`src/rtl/bit_output.sv`:
```
// bit_output: bit-serial transmitter that streams MSG_LEN bytes from a byte memory over valid/ready.
// Define BIT_OUTPUT_PARITY_EN to append an even-parity bit after each byte.
module bit_output #(
    parameter int MSG_LEN   = 16,
    parameter bit MSB_FIRST = 1'b0
) (
    input  logic       clk,
    input  logic       reset,
    input  logic       start,
    output logic       rd_en,
    output logic [3:0] rd_addr,
    input  logic [7:0] rd_data,
    output logic       bit_out,
    output logic       bit_valid,
    input  logic       bit_ready,
    output logic       bit_last,
    output logic       busy,
    output logic       done
);

`ifdef BIT_OUTPUT_PARITY_EN
    localparam logic [3:0] LAST_BIT = 4'd8;
`else
    localparam logic [3:0] LAST_BIT = 4'd7;
`endif
    localparam logic [3:0] LAST_ADDR = 4'(MSG_LEN - 1);

    typedef enum logic [2:0] {
        IDLE,
        FETCH,
        LOAD,
        SHIFT,
        DONE
    } state_t;

    state_t     state;
    logic [7:0] shreg;
    logic [3:0] bit_cnt;
    logic       fill;
    logic       accept;

`ifdef BIT_OUTPUT_PARITY_EN
    logic parity;

    // Filling the vacated end with the parity bit leaves it at the output after bit 7.
    always_ff @(posedge clk) begin
        if (reset)
            parity <= 1'b0;
        else if (state == LOAD)
            parity <= ^rd_data;
    end

    assign fill = parity;
`else
    assign fill = 1'b0;
`endif

    assign accept   = bit_valid && bit_ready;
    assign bit_out  = MSB_FIRST ? shreg[7] : shreg[0];
    assign bit_last = bit_valid && (bit_cnt == LAST_BIT) && (rd_addr == LAST_ADDR);

    always_ff @(posedge clk) begin
        if (reset) begin
            state     <= IDLE;
            rd_en     <= 1'b0;
            rd_addr   <= '0;
            bit_valid <= 1'b0;
            busy      <= 1'b0;
            done      <= 1'b0;
            shreg     <= '0;
            bit_cnt   <= '0;
        end else begin
            // NOTE: non-blocking defaults here make rd_en and done single-cycle
            // pulses unless a state below re-asserts them in the same edge.
            rd_en <= 1'b0;
            done  <= 1'b0;
            case (state)
                IDLE: begin
                    if (start) begin
                        state   <= FETCH;
                        rd_addr <= '0;
                        rd_en   <= 1'b1;
                        busy    <= 1'b1;
                    end
                end
                FETCH: state <= LOAD;
                LOAD: begin
                    shreg     <= rd_data;
                    bit_cnt   <= '0;
                    bit_valid <= 1'b1;
                    state     <= SHIFT;
                end
                SHIFT: begin
                    if (accept) begin
                        shreg   <= MSB_FIRST ? {shreg[6:0], fill} : {fill, shreg[7:1]};
                        bit_cnt <= bit_cnt + 4'd1;
                        if (bit_cnt == LAST_BIT) begin
                            bit_valid <= 1'b0;
                            if (rd_addr == LAST_ADDR) begin
                                state <= DONE;
                                done  <= 1'b1;
                            end else begin
                                rd_addr <= rd_addr + 4'd1;
                                rd_en   <= 1'b1;
                                state   <= FETCH;
                            end
                        end
                    end
                end
                DONE: begin
                    busy  <= 1'b0;
                    state <= IDLE;
                end
                default: state <= IDLE;
            endcase
        end
    end

endmodule

```
`config.mk`:
```
export PLATFORM = sky130hd
export DESIGN_NAME = bit_output
export DESIGN_NICKNAME = d
export VERILOG_FILES = /design/src/rtl/bit_output.sv
export SDC_FILE = /design/constraint.sdc
export NUM_CORES = 1
export LEC_CHECK = 0
export CAP_MARGIN = 20
export CORE_ASPECT_RATIO = 1.1
export CORE_MARGIN = 5
export CORE_UTILIZATION = 28
export DETAILED_ROUTE_END_ITERATION = 7
export HOLD_SLACK_MARGIN = 0.08
export PLACE_DENSITY = 0.6
export SYNTH_ARGS = -nofsm -noshare
export SYNTH_HDL_FRONTEND = slang
export SYNTH_SLANG_ARGS = --single-unit
```
`constraint.sdc`:
```
create_clock -name clk -period 1.7 [get_ports clk]
set_input_delay 0.17 -clock clk [delete_from_list [all_inputs] [get_ports clk]]
set_output_delay 0.17 -clock clk [all_outputs]
set_load 0.005 [all_outputs]
```
==> results.py <==
metrics = {
    "status": {
        "outcome": "complete, no violations",
    },
    "clocking": {
        "cts.sinks": 23,
        "cts_root_buffer": "clkbuf_8",
        "cts_tree": "built",
        "clk_pin_slew_ns": 0.08,
        "htreeDepth": 1,
        "clockBufferDepth": 2,
        "ctsHoldBuffers": 0,
        "clk_latency_ns": 0.27,
        "cts_made_buffers": 3,
    },
    "placement": {
        "dp_hpwl_mm": 2.01,
        "placed_cell_area_sq_um": 1400,
        "place.gp.congestion": 0.809,
        "place_ws_ns": 0.0501,
        "portBuffers": 21,
    },
    "global_route": {
        "grt_max_degree": 15,
        "antenna_found_initial": 0,
        "grt_pass1_vias": 1026,
        "grt_pass1_wl_mm": 4.60,
        "grt.overflow.total": 0,
        "grt_use_total_pct": 11.9,
    },
    "setup_path": {
        "timing.rr.start": "bit_cnt[0]",
        "crit_chain": "ha_1, and4b_1, nor2b_1, dlygate4sd2_1",
        "critPathKind": "reg -> out",
        "cp_slowest_stage_delay_ns": 0.37,
        "required_ns": 1.53,
        "timing.rr.end": "rd_addr[1]",
        "cp.arrival_ns": 1.45,
        "end_kind": "output pin",
        "cp-start-kind": "register",
        "crit_fanout": 3,
        "cp_slowest_cell": "dfxtp_1",
        "reg2reg_depth": 7,
        "ff2ff_setup_slack_ns": 0.15,
    },
    "timing": {
        "finalHoldViolations": 0,
        "finalSetupTns_ns": 0,
        "final_max_slew_viol_count": 0,
        "rsz0062_at_grt": "no",
        "finalSetupViolCount": 0,
        "worstMarginPinSlew_ns": 0.344,
        "period_needed_ns": 1.62,
        "fin_ws_ns": 0.0818,
        "fin_crit_sh_pct": 95.2,
        "fmax_mhz": 618,
        "skew_ns": 0.00252,
        "relSlewSlack_pct": 76.7,
    },
    "route": {
        "firstDrtPassIters": 4,
        "routed_wl_mm": 2.68,
        "dr.first_iter.drc_count": 28,
        "vias": 1024,
        "drc_errors": 0,
        "antenna_left": 0,
        "wl_per_cell_microns": 12.9,
        "vias_per_cell": 4.95,
    },
    "logic_synthesis": {
        "yosys.area.top_type": "dfxtp_1",
        "ys_seq_area_share_pct": 43.1,
        "synth.avg_cell_area_sq_um": 8.47,
        "yosys_most_used_dff": "dfxtp_1",
        "synth_common_cells": "23 x dfxtp_1, 19 x nand2_1, 18 x nor2_1, 7 x a311oi_1, 7 x nand3_1",
        "yosysUniqueCellTypes": 36,
        "synth_most_common_cell": "dfxtp_1",
        "synth_seq_cells": 23,
        "synth_top_area_share_pct": 43.1,
        "synthArstFlopShare_pct": 0,
        "syn-num-nets": 140,
        "synthTopCellsByArea": "dfxtp_1 43%, nand2_1 6.7%, nor2_1 6.3%",
        "syn-instance-count": 126,
        "syn_area_sq_um": 1070,
        "yosys_warnings": 0,
        "synth_edf_count": 0,
    },
    "floorplan": {
        "die_h_microns": 74.8,
        "floorplan.initialDensity_pct": 29.2,
        "io_pins": 22,
        "core_sq_um": 3650,
        "dieArea_sq_um": 5150,
        "fp-row-count": 23,
        "die_x_microns": 68.9,
    },
    "hold_path": {
        "hold_path.class": "reg -> reg",
        "whs_endpoint": "shreg[0]",
        "min_from": "shreg[1]",
        "whs_path_depth": 2,
    },
    "finish": {
        "drive_above_1_share_pct": 14.0,
        "diodes": 0,
        "num-fill-cells": 375,
        "register_area_sq_um": 462,
        "multi_input_area_sq_um": 561,
        "area_growth_pct": 36.5,
        "final_nets": 172,
        "final_cell_area_sq_um": 1460,
        "fin_util_pct": 39.8,
    },
    "power": {
        "cellPowerDensity_nw_per_um2": 766,
        "p_leak_uw": 0.000525,
        "total_power_uw": 1120,
        "irDropWorstVdd_uv": 297,
    },
    "run": {
        "maxCapViolCount": 0,
    },
}
==> per-layer routing <==
metal	vias up	share of wire [%]	wire [microns]	global-route usage, %
li1	517	-	-	-
met5	-	0	0	0
met2	27	50	1340	20.1
met1	477	43	1160	13.7
met4	0	1.0	27	4.98
met3	3	5.6	149	3.58
==> flip-flops by register name, summed over array words and instances, names as in the netlist <==
name       count
rd_en          1
done           1
bit_cnt        4
bit_valid      1
shreg          8
busy           1
state          3
rd_addr        4
==> worst max-delay path by stage <==
stage | startpoint | endpoint | slack, ns | cells past startpoint
after global routing | bit_cnt[1] | bit_last | 0.004 | 4
final | bit_cnt[1] | bit_last | 0.08 | 4
after detailed placement | bit_ready | shreg[2] | 0.05 | 6
after CTS | bit_cnt[0] | bit_last | 0.09 | 4
after global placement | bit_ready | shreg[2] | 0.09 | 6
after floorplan | rd_addr[0] | rd_addr[1] | 0.34 | 5
==> kinds of logic (layout without fill, tap and decap cells) <==
logic type                 after synthesis  in the layout  share of synthesized area, %
AOI/OAI and AO/OA                       27             27                          19.1
xor gates and xnor gates                 3              3                          2.46
adders and majority gates                2              2                          2.34
buffers and inverters                    9             40                          4.81
DFF                                     23             23                          43.1
and+or+nand+nor                         62             62                          28.1
==> critical path, delay by kind of cell, from the launching register on <==
family	cells	cell delay, ns
flip-flops	1	0.37
buffers and inverters	1	0.25
adder cells (fa/ha/maj)	1	0.20
AND/OR/NAND/NOR	2	0.37
==> where the power goes <==
| part | internal [uW] | switching (uW) |
|---|---|---|
| Combinational | 98.3 | 87.7 |
| Sequential | 568 | 22.6 |
| Clock | 168 | 172 |
| Total | 834 | 282 |
==> final cells by class <==
type | instances | area share (%)
Tap cell | 50 | 4.30
Sequential cell | 23 | 31.7
Multi-Input combinational cell | 94 | 38.5
Timing Repair Buffer | 34 | 21.9
Inverter | 2 | 0.515
Clock buffer | 4 | 3.09
==> layout by cell type, fill, tap and decap left out, drive strengths merged, types with 5 or more instances in the layout <==
master,count
a21oi,7
a311oi,7
buf,13
clkdlybuf4s50,20
dfxtp,23
nand2,19
nand3,7
nand3b,5
nor2,18
==> per-stage QoR <==
step,hold slack (ns),cells
floorplan,0.327,126
global placement,0.462,202
detailed placement,0.470,202
CTS,0.476,207
global route,0.499,207
finish,0.479,207
==> repair_timing <==
item	in CTS	in global routing
resized for setup	3	0
buffers inserted	1	0
setup endpoints to repair	1	0
Power figures use the tool's default switching activity.
